`config.mk`:
```
export PLATFORM = sky130hd
export DESIGN_NAME = merlin_busarb
export DESIGN_NICKNAME = d
export VERILOG_FILES = /design/src/rtl/merlin_busarb_pkg.sv /design/src/rtl/merlin_busarb_tagfifo.sv /design/src/rtl/merlin_busarb.sv
export SDC_FILE = /design/constraint.sdc
export NUM_CORES = 1
export LEC_CHECK = 0
export BUFFER_PORTS_ARGS = -buffer_cell sky130_fd_sc_hd__buf_4
export CORE_AREA = 5 5 110 112
export CTS_CLUSTER_SIZE = 20
export DETAILED_ROUTE_END_ITERATION = 8
export DIE_AREA = 0 0 115 117
export PLACE_DENSITY_LB_ADDON = 0.08
export SKIP_LAST_GASP = 1
export SYNTH_ARGS = -nofsm -noshare
export SYNTH_HDL_FRONTEND = slang
export SYNTH_HIERARCHICAL = 1
export SYNTH_SLANG_ARGS = --single-unit
```
`constraint.sdc`:
```
create_clock -name clk_i -period 3.5 [get_ports clk_i]
set_input_delay 0.175 -clock clk_i [delete_from_list [all_inputs] [get_ports clk_i]]
set_output_delay 0.175 -clock clk_i [all_outputs]
set_load 0.05 [all_outputs]
```
`src/rtl/merlin_busarb_pkg.sv`:
```
// Shared constants and types for the two-to-one memory bus arbiter.
// Latency: n/a (types, owner tags, state encodings, instruction size).
// Backpressure: n/a.
package merlin_busarb_pkg;

    // Owner tag stored per accepted request
    localparam logic RV_BUSARB_TAG_I = 1'b0;
    localparam logic RV_BUSARB_TAG_D = 1'b1;

    // Instruction fetches are always full-word reads
    localparam logic [1:0] RV_BUSARB_ISIZE = 2'b10;

    typedef enum logic [1:0] {
        RV_BUSARB_ARB    = 2'd0,
        RV_BUSARB_LOCK_I = 2'd1,
        RV_BUSARB_LOCK_D = 2'd2
    } busarb_state_t;

    // Next-state for a grant that was offered but not taken by memory
    function automatic busarb_state_t lock_state(input logic tag);
        return (tag == RV_BUSARB_TAG_D) ? RV_BUSARB_LOCK_D : RV_BUSARB_LOCK_I;
    endfunction

endpackage

```
`src/rtl/merlin_busarb_tagfifo.sv`:
```
// In-order owner-tag FIFO, 1 bit wide, depth 2^C_OUTSTANDING_X.
// Latency: push visible at head next cycle; head tag is read combinationally.
// Backpressure: full/empty from registered count only; callers must respect them.
module merlin_busarb_tagfifo #(
    parameter int C_OUTSTANDING_X = 2
) (
    input  logic clk_i,
    input  logic reset_i,
    input  logic push_i,
    input  logic pop_i,
    input  logic tag_i,
    output logic tag_o,
    output logic full_o,
    output logic empty_o
);
    localparam int DEPTH = 1 << C_OUTSTANDING_X;

    logic [DEPTH-1:0]           mem_q,  mem_d;
    logic [C_OUTSTANDING_X-1:0] wptr_q, wptr_d;
    logic [C_OUTSTANDING_X-1:0] rptr_q, rptr_d;
    logic [C_OUTSTANDING_X:0]   cnt_q,  cnt_d;
    logic                       do_push, do_pop;

    assign full_o  = (cnt_q == {1'b1, {C_OUTSTANDING_X{1'b0}}});
    assign empty_o = (cnt_q == '0);
    assign tag_o   = mem_q[rptr_q];

    // Pointer, count and storage update; simultaneous push/pop leaves count unchanged
    always_comb begin
        do_push = push_i && !full_o;
        do_pop  = pop_i && !empty_o;
        mem_d   = mem_q;
        wptr_d  = wptr_q;
        rptr_d  = rptr_q;
        if (do_push) begin
            mem_d[wptr_q] = tag_i;
            wptr_d        = wptr_q + C_OUTSTANDING_X'(1);
        end
        if (do_pop) begin
            rptr_d = rptr_q + C_OUTSTANDING_X'(1);
        end
        cnt_d = cnt_q + {{C_OUTSTANDING_X{1'b0}}, do_push}
                      - {{C_OUTSTANDING_X{1'b0}}, do_pop};
    end

    // Registered FIFO state
    always_ff @(posedge clk_i or posedge reset_i) begin
        if (reset_i) begin
            mem_q  <= '0;
            wptr_q <= '0;
            rptr_q <= '0;
            cnt_q  <= '0;
        end else begin
            mem_q  <= mem_d;
            wptr_q <= wptr_d;
            rptr_q <= rptr_d;
            cnt_q  <= cnt_d;
        end
    end

endmodule

```
`src/rtl/merlin_busarb.sv`:
```
// Two-to-one (instruction/data) memory bus arbiter with in-order response routing.
// Latency: zero added on request and response paths (combinational); state updates next cycle.
// Backpressure: an offered-but-stalled grant locks to its port; full tag FIFO blocks new requests.
// Option: define RV_BUSARB_RR_EN for round-robin; otherwise data port has fixed priority.
module merlin_busarb
    import merlin_busarb_pkg::*;
#(
    parameter int C_OUTSTANDING_X = 2
) (
    input  logic        clk_i,
    input  logic        reset_i,
    output logic        ireqready_o,
    input  logic        ireqvalid_i,
    input  logic [1:0]  ireqhpl_i,
    input  logic [31:0] ireqaddr_i,
    input  logic        irspready_i,
    output logic        irspvalid_o,
    output logic        irsprerr_o,
    output logic [31:0] irspdata_o,
    output logic        dreqready_o,
    input  logic        dreqvalid_i,
    input  logic [1:0]  dreqsize_i,
    input  logic        dreqwrite_i,
    input  logic [1:0]  dreqhpl_i,
    input  logic [31:0] dreqaddr_i,
    input  logic [31:0] dreqdata_i,
    input  logic        drspready_i,
    output logic        drspvalid_o,
    output logic        drsprerr_o,
    output logic        drspwerr_o,
    output logic [31:0] drspdata_o,
    input  logic        mreqready_i,
    output logic        mreqvalid_o,
    output logic [1:0]  mreqsize_o,
    output logic        mreqwrite_o,
    output logic [1:0]  mreqhpl_o,
    output logic [31:0] mreqaddr_o,
    output logic [31:0] mreqdata_o,
    output logic        mrspready_o,
    input  logic        mrspvalid_i,
    input  logic        mrsprerr_i,
    input  logic        mrspwerr_i,
    input  logic [31:0] mrspdata_i,
    output logic        spurious_o
);
    busarb_state_t state_q, state_d;
    logic          fifo_full, fifo_empty, fifo_head;
    logic          grant_vld, grant_tag;
    logic          accept, pop;
    logic          both_tag;

`ifdef RV_BUSARB_RR_EN
    logic last_q, last_d;

    // Both requesting: favour the port that lost the last accepted request
    assign both_tag = ~last_q;
    assign last_d   = accept ? grant_tag : last_q;

    // Round-robin history; reset value makes D win the first tie
    always_ff @(posedge clk_i or posedge reset_i) begin
        if (reset_i) last_q <= RV_BUSARB_TAG_I;
        else         last_q <= last_d;
    end
`else
    assign both_tag = RV_BUSARB_TAG_D;
`endif

    // FSM state register
    always_ff @(posedge clk_i or posedge reset_i) begin
        if (reset_i) state_q <= RV_BUSARB_ARB;
        else         state_q <= state_d;
    end

    // FSM next state: lock onto a stalled grant, release on accept
    always_comb begin
        state_d = state_q;
        unique case (state_q)
            RV_BUSARB_ARB:    if (mreqvalid_o && !mreqready_i) state_d = lock_state(grant_tag);
            RV_BUSARB_LOCK_I,
            RV_BUSARB_LOCK_D: if (accept) state_d = RV_BUSARB_ARB;
            default:          state_d = RV_BUSARB_ARB;
        endcase
    end

    // FSM outputs: grant selection (nothing granted in reset or with the FIFO full in ARB)
    always_comb begin
        grant_vld = 1'b0;
        grant_tag = RV_BUSARB_TAG_D;
        if (!reset_i) begin
            unique case (state_q)
                RV_BUSARB_ARB: if (!fifo_full) begin
                    if (ireqvalid_i && dreqvalid_i) begin
                        grant_vld = 1'b1;
                        grant_tag = both_tag;
                    end else if (dreqvalid_i) begin
                        grant_vld = 1'b1;
                        grant_tag = RV_BUSARB_TAG_D;
                    end else if (ireqvalid_i) begin
                        grant_vld = 1'b1;
                        grant_tag = RV_BUSARB_TAG_I;
                    end
                end
                RV_BUSARB_LOCK_I: begin
                    grant_vld = 1'b1;
                    grant_tag = RV_BUSARB_TAG_I;
                end
                RV_BUSARB_LOCK_D: begin
                    grant_vld = 1'b1;
                    grant_tag = RV_BUSARB_TAG_D;
                end
                default: grant_vld = 1'b0;
            endcase
        end
    end

    // Request mux: granted port's payload, instruction fields forced, zero when idle
    always_comb begin
        mreqvalid_o = 1'b0;
        mreqsize_o  = '0;
        mreqwrite_o = 1'b0;
        mreqhpl_o   = '0;
        mreqaddr_o  = '0;
        mreqdata_o  = '0;
        if (grant_vld && grant_tag == RV_BUSARB_TAG_D) begin
            mreqvalid_o = dreqvalid_i && !fifo_full;
            mreqsize_o  = dreqsize_i;
            mreqwrite_o = dreqwrite_i;
            mreqhpl_o   = dreqhpl_i;
            mreqaddr_o  = dreqaddr_i;
            mreqdata_o  = dreqdata_i;
        end else if (grant_vld) begin
            mreqvalid_o = ireqvalid_i && !fifo_full;
            mreqsize_o  = RV_BUSARB_ISIZE;
            mreqhpl_o   = ireqhpl_i;
            mreqaddr_o  = ireqaddr_i;
        end
        accept      = mreqvalid_o && mreqready_i;
        ireqready_o = grant_vld && (grant_tag == RV_BUSARB_TAG_I) && mreqready_i && !fifo_full;
        dreqready_o = grant_vld && (grant_tag == RV_BUSARB_TAG_D) && mreqready_i && !fifo_full;
    end

    // Response routing by head tag; beats with nothing outstanding are swallowed
    always_comb begin
        irspvalid_o = !reset_i && mrspvalid_i && !fifo_empty && (fifo_head == RV_BUSARB_TAG_I);
        drspvalid_o = !reset_i && mrspvalid_i && !fifo_empty && (fifo_head == RV_BUSARB_TAG_D);
        spurious_o  = !reset_i && mrspvalid_i && fifo_empty;
        if (reset_i)         mrspready_o = 1'b0;
        else if (fifo_empty) mrspready_o = 1'b1;
        else                 mrspready_o = (fifo_head == RV_BUSARB_TAG_D) ? drspready_i : irspready_i;
        pop         = mrspvalid_i && mrspready_o && !fifo_empty;
        irsprerr_o  = mrsprerr_i;
        irspdata_o  = mrspdata_i;
        drsprerr_o  = mrsprerr_i;
        drspwerr_o  = mrspwerr_i;
        drspdata_o  = mrspdata_i;
    end

    merlin_busarb_tagfifo #(
        .C_OUTSTANDING_X (C_OUTSTANDING_X)
    ) u_tagfifo (
        .clk_i   (clk_i),
        .reset_i (reset_i),
        .push_i  (accept),
        .pop_i   (pop),
        .tag_i   (grant_tag),
        .tag_o   (fifo_head),
        .full_o  (fifo_full),
        .empty_o (fifo_empty)
    );

endmodule

```
### Word-level counts from Yosys, hierarchy flattened

Cells that the tools add are included.

| word-level totals | value |
|---|---|
| input bits | 145 |
| bits in registers | 13 |
| output and inout port bits | 143 |
| logic and storage cells | 82 |

| cells by class | value |
|---|---|
| reduce and logical (&&, ||, !) cells | 29 |
| multiplexer cells | 34 |
| bitwise gates (word level) | 2 |
| equality and inequality tests | 5 |
| magnitude comparators | 3 |
| add/sub/neg operators | 4 |

Operator list:

| operator | number |
|---|---|
| 32-bit two-way mux | 3 |
| 1-bit logical AND | 21 |
| 1-bit two-way mux | 18 |
| 2-bit two-way mux | 7 |
| 2-bit by 3-bit < comparator with 1-bit output, second input constant | 2 |
| 2-bit by 1-bit adder with 2-bit output, second input constant | 2 |
| 4-bit bitwise mux | 1 |
| 1-bit zero test | 4 |
| 1-bit one-hot mux with 2 select lines | 2 |
| 2-bit one-hot mux with 2 select lines | 1 |
| 3-bit by 1-bit adder with 3-bit output | 1 |
| 3-bit == test, second input constant | 1 |
| 3-bit zero test | 1 |
| 3-bit by 1-bit subtractor with 3-bit output | 1 |
| 1-bit binary-select mux with 2-bit select | 1 |
| 1-bit demux with 2-bit select | 1 |
| 2-bit by 1-bit == test with 1-bit output, second input constant | 1 |
| 2-bit == test, second input constant | 1 |
| 2-bit by 1-bit greater-or-equal comparator with 1-bit output, second input constant | 1 |
| 2-bit zero test | 1 |
| 2-bit by 1-bit != test with 1-bit output, second input constant | 1 |
| 2-bit != test, second input constant | 1 |
| 1-bit inverter | 2 |
| 2-bit AND reduction | 1 |
| 2-bit OR reduction | 1 |

### Longest topological paths before layout

| logic depth | value |
|---|---|
| depth after elaboration | 12 |
| mapped depth | 14 |
| depth with buffers taken out | 14 |

### Hierarchy

Netlist, hierarchy kept.

By module, submodules not included:

| module | area an instance (um2) | sequential area each (um2) | times used | cells an instance |
|---|---|---|---|---|
| merlin_busarb | 1472.7 | 50.0 | 1 | 193 |
| merlin_busarb_tagfifo | 596.8 | 275.3 | 1 | 47 |

### Worst setup path after synthesis

Ideal clock, no wire load.

| path | value |
|---|---|
| kind | reg2reg |
| from | register state_q[0] |
| to | register u_tagfifo.cnt_q[2] |
| data arrival time | 3.142 ns |
| cell stages (with the launch flop) | 15 |
| clock period less this slack | 3.266 ns |
| library setup time | 0.124 ns |
| path buffers | 0 |
| slack | 0.234 ns |
| required time | 3.376 ns |
| cell sequence | dfrtp_1 -> inv_1 -> ha_1 -> o21ai_0 -> a211oi_1 -> and3_1 -> and2_1 -> nand2_4 -> ha_1 -> inv_1 -> ha_1 -> inv_1 -> fa_1 -> xnor2_1 -> xnor2_1 |

| between the ends | value |
|---|---|
| longest elaborated chain between the ends | 10 |
| elaborated cells on any way between the ends | 15 |
| those cells by class | add/sub: 2; eq/ne: 2; mux: 6; reduce/logical: 5 |

RTL lines:

| element | RTL line | text |
|---|---|---|
| start, declared | merlin_busarb.sv:46 | `busarb_state_t state_q, state_d;` |
| start signal, assigned | merlin_busarb.sv:71 | `else state_q <= state_d;` |
| 2-bit == test or 2-bit by 1-bit == test with 1-bit output (tied branches) | merlin_busarb.sv:90 | `unique case (state_q)` |
| 2-bit OR reduction (no line) | -- |  |
| 1-bit one-hot mux with 2 select lines | merlin_busarb.sv:90 |  |
| 1-bit two-way mux | merlin_busarb.sv:89 | `if (!reset_i) begin` |
| 1-bit two-way mux or 1-bit logical AND (tied branches) | merlin_busarb.sv:131, merlin_busarb.sv:124 |  |
| 1-bit two-way mux (*) | merlin_busarb.sv:124 | `if (grant_vld && grant_tag == RV_BUSARB_TAG_D) begin` |
| net mreqvalid_o | merlin_busarb.sv:33 | `output logic mreqvalid_o,` |
| 1-bit logical AND (*) | merlin_busarb.sv:137 | `accept = mreqvalid_o && mreqready_i;` |
| net accept | merlin_busarb.sv:49 | `logic accept, pop;` |
| 1-bit logical AND (*) | merlin_busarb_tagfifo.sv:30 | `do_push = push_i && !full_o;` |
| 3-bit by 1-bit adder with 3-bit output (*) | merlin_busarb_tagfifo.sv:42 | `cnt_d = cnt_q + {{C_OUTSTANDING_X{1'b0}}, do_push}` |
| 3-bit by 1-bit subtractor with 3-bit output (*) | merlin_busarb_tagfifo.sv:43 | `- {{C_OUTSTANDING_X{1'b0}}, do_pop};` |
| net u_tagfifo.cnt_d[2] | merlin_busarb_tagfifo.sv:21 | `logic [C_OUTSTANDING_X:0] cnt_q, cnt_d;` |
| end signal, assigned | merlin_busarb_tagfifo.sv:57 | `cnt_q <= cnt_d;` |
| end, declared | merlin_busarb_tagfifo.sv:21 |  |

Mark *: on every way through the listed nets, which the timed path passes. The rest lies on a longest branch.
A chain may end at the register's enable or synchronous reset.

### Worst setup path after layout

| path | value |
|---|---|
| from | register u_tagfifo.cnt_q[2] |
| to | register u_tagfifo.cnt_q[2] |

| between the ends | value |
|---|---|
| longest elaborated chain between the ends | 10 |
| elaborated cells on any way between the ends | 24 |
| those cells by class | add/sub: 2; eq/ne: 1; mux: 10; reduce/logical: 11 |

RTL lines:

| element | RTL line | text |
|---|---|---|
| 3-bit == test (*) | merlin_busarb_tagfifo.sv:24 | `assign full_o = (cnt_q == {1'b1, {C_OUTSTANDING_X{1'b0}}});` |
| net fifo_full | merlin_busarb.sv:47 | `logic fifo_full, fifo_empty, fifo_head;` |
| 1-bit two-way mux | merlin_busarb.sv:91 | `RV_BUSARB_ARB: if (!fifo_full) begin` |
| 1-bit one-hot mux with 2 select lines | merlin_busarb.sv:90 |  |
| 1-bit two-way mux | merlin_busarb.sv:89 |  |
| 1-bit two-way mux or 1-bit logical AND (tied branches) | merlin_busarb.sv:131, merlin_busarb.sv:124 |  |
| 1-bit two-way mux (*) | merlin_busarb.sv:124 |  |
| 1-bit logical AND (*) | merlin_busarb.sv:137 |  |
| net accept | merlin_busarb.sv:49 |  |
| 1-bit logical AND (*) | merlin_busarb_tagfifo.sv:30 |  |
| 3-bit by 1-bit adder with 3-bit output (*) | merlin_busarb_tagfifo.sv:42 |  |
| 3-bit by 1-bit subtractor with 3-bit output (*) | merlin_busarb_tagfifo.sv:43 |  |
| net u_tagfifo.cnt_d[2] | merlin_busarb_tagfifo.sv:21 |  |

Marked as above.

==> flow_metrics.tcl <==
set metrics [dict create \
    ys_top_cells_by_area "buf_4 25%, dfrtp_1 16%, a22o_1 15%" \
    cp.arrival_ns 3.31 \
    whs_ns 0.3500 \
    cap_violations 0 \
    finalNetCount 511 \
    drt_iter0_markers 107 \
    worst_pin_slew_ns 0.4158 \
    yosys.area.top_type "buf_4" \
    yosysTopAreaCellShare 0.2539 \
    dpl_cell_area_um2 3063 \
    overflow 0 \
    grt_pass1_wl_um 12650 \
    cts_tree "built" \
    drive_gt1_frac 0.5690 \
    die_width_um 115 \
    rsz0062_at_grt "no" \
    syn_nets 395 \
    gp_congestion 0.8055 \
    startpoint_type "register" \
    ctsHtreeMaxLevel 1 \
    cts_setup_buffers 0 \
    finalPower_mw 2.773 \
    die_h_um 117 \
    max_slew_margin 0.7225 \
    synth-seq-area-share 0.1572 \
    rrSetupSlack_ns 0.35 \
    syn_area_um2 2069 \
    leakagePower_nw 1.664 \
    io-pin-count 288 \
    maxSlewViolCount 0 \
    drc 0 \
    rows 39 \
    dp_hpwl_um 7785 \
    n_antenna_cell 0 \
    drtAntennaViolNets 0 \
    final_hold_viol_count 0 \
    synth_enable_flop_cells 0 \
    grt_pass1_vias 2162 \
    cts_buffers 3 \
    cpMostUsedCell "inv_1" \
    dr_wl_met2_um 4823 \
    clock_latency_ns 0.24 \
    fin_area_um2 3152 \
    synth-seq-cells 13 \
    required_ns 3.65 \
    powerDensity_nw_per_um2 879.9 \
    wl_met1_um 3337 \
    synth.most_common_cell "buf_4" \
    seq_area_um2 325.3 \
    ys_warn_count 6 \
    highest_layer "met4" \
    period_share 0.9009 \
    fmax_mhz 317.1 \
    async_reset_ff_frac 1.000 \
    synth_cells 240 \
    setup-tns-final_ns 0 \
    yosysUniqueCellTypes 38 \
    hold_path.class "input pin to output port" \
    root_buffer "clkbuf_16" \
    yosys-top-cells-count "70 x buf_4, 36 x a22o_1, 36 x and2_1" \
    end_kind "register" \
    via_count 2045 \
    multiInputGateArea_um2 1064 \
    ir_drop_uv 304.8 \
    routed_wl_um 9053 \
    ys.flop_type "dfrtp_1" \
    grt_max_degree 70 \
    crit_chain "or3b_1 -> inv_1 -> a211oi_1 -> and3_1 -> and2_1 -> nand2_4 -> ha_1 -> inv_1 -> ha_1 -> inv_1 -> fa_1 -> xnor2_1 -> xnor2_1" \
    syn2layout_area_growth_pct 52.30 \
    setup_viol 0 \
    initial_core_util 0.1860 \
    syn_avg_cell_area_um2 8.623 \
    status "complete, no violations" \
    dieArea_um2 13460 \
    clk_pin_slew_worst_paths_ns 0.04 \
    portBuffers 186 \
    fp.coreArea_um2 11130 \
    grt_use_total 0.1224 \
    min_period_ns 3.153 \
    cp_max_fo 6 \
    cts_resized 0 \
    dr.pass1.iters 4 \
    viasPerCell 4.106 \
    fillerInstances 1212 \
    crit_slowest_cell "fa_1" \
    routed-wl-met3_um 879 \
    clk_path_buf_depth 2 \
    worstSetupPathType "register to register" \
    finalClockSkew_ns 0.001554 \
    antenna_found_initial 0 \
    max_stage_delay_ns 0.40 \
    cts_sinks 13 \
    wl_per_cell_um 18.18 \
]
==> cell usage in the layout (no fill, tap or decap), drive strengths merged, types with 2 or more instances in the layout <==
| cell type | netlist | routed |
|---|---|---|
| a21oi | 2 | 2 |
| a22o | 36 | 36 |
| and2 | 36 | 36 |
| and3 | 3 | 3 |
| buf | 77 | 189 |
| clkbuf | 2 | 4 |
| dfrtp | 13 | 13 |
| ha | 9 | 9 |
| inv | 17 | 17 |
| mux2 | 5 | 5 |
| mux2i | 2 | 2 |
| nand2 | 2 | 2 |
| nand3 | 6 | 6 |
| nor2 | 8 | 8 |
| nor4b | 2 | 2 |
| o21ai | 2 | 2 |
| xnor2 | 4 | 4 |
==> area by class of cell <==
class	count	share of cell area
inverter	17	0.02025
tap	143	0.05677
sequential	13	0.1032
multi-input combinational	131	0.3374
timing repair buffer	190	0.4573
clock buffer	4	0.02501
==> critical path: cells and delay by family (launching register included) <==
family	cells	cell delay, ns
DFF	1	0.38
buffers and inverters	3	0.30
AOI/OAI and AO/OA	1	0.34
adders and majority gates	3	0.84
and+or+nand+nor	4	0.89
xor gates and xnor gates	2	0.31
==> power breakdown <==
part	internal [mW]	leakage [nW]	switching (mW)
clock	0.153	0.0382	0.0591
sequential	0.227	0.155	0.0594
combinational	0.777	1.47	1.50
==> layer usage <==
| metal | vias to the layer above | global-route usage |
|---|---|---|
| li1 | 974 | - |
| met1 | 950 | 0.1332 |
| met2 | 117 | 0.2361 |
| met3 | 4 | 0.04062 |
| met4 | 0 | 0.01487 |
| met5 | - | 0 |
==> logic make-up (layout without fill, tap and decap cells) <==
kind of cell	Yosys count	in the layout	synth area share
flip-flops	13	13	0.1572
buffers and inverters	96	211	0.3295
AND/OR/NAND/NOR	64	64	0.1959
multiplexers	8	8	0.04957
adder cells (fa/ha/maj)	10	10	0.06409
XOR/XNOR	5	5	0.02116
AO/OA/AOI/OAI	44	44	0.1826
==> path summary, 6_finish.rpt <==
check                           cells past startpoint                  end               start
worst max-delay path                               13   u_tagfifo/cnt_q[2]  u_tagfifo/cnt_q[2]
worst min-delay path                                0           drspwerr_o          mrspwerr_i
worst max register to register                     13   u_tagfifo/cnt_q[2]  u_tagfifo/cnt_q[2]
worst min register to register                      1   u_tagfifo/mem_q[2]  u_tagfifo/mem_q[2]
max in group asynchronous                           3  u_tagfifo/wptr_q[0]             reset_i
min in group asynchronous                           3           state_q[0]             reset_i
==> sequential cells by signal (all words and copies together) (netlist names) <==
signal	count
u_tagfifo/rptr_q	2
u_tagfifo/wptr_q	2
state_q	2
u_tagfifo/cnt_q	3
u_tagfifo/mem_q	4
==> metrics by stage <==
step / utilization / cells / worst slack [ns]
finish: 0.2833 / 498 / 0.3468
global route: 0.2833 / 498 / 0.08290
floorplan: - / 240 / 0.2343
global placement: 0.2753 / 493 / 0.3953
CTS: 0.2833 / 498 / 0.3249
detailed placement: 0.2753 / 493 / 0.3410
==> timing repair <==
action / CTS / global route
hold buffers: 1 / 0
endpoints found under the setup margin: 0 / 0
hold endpoints to repair: 2 / 0
No activity file was read; power rests on OpenSTA's default activity.
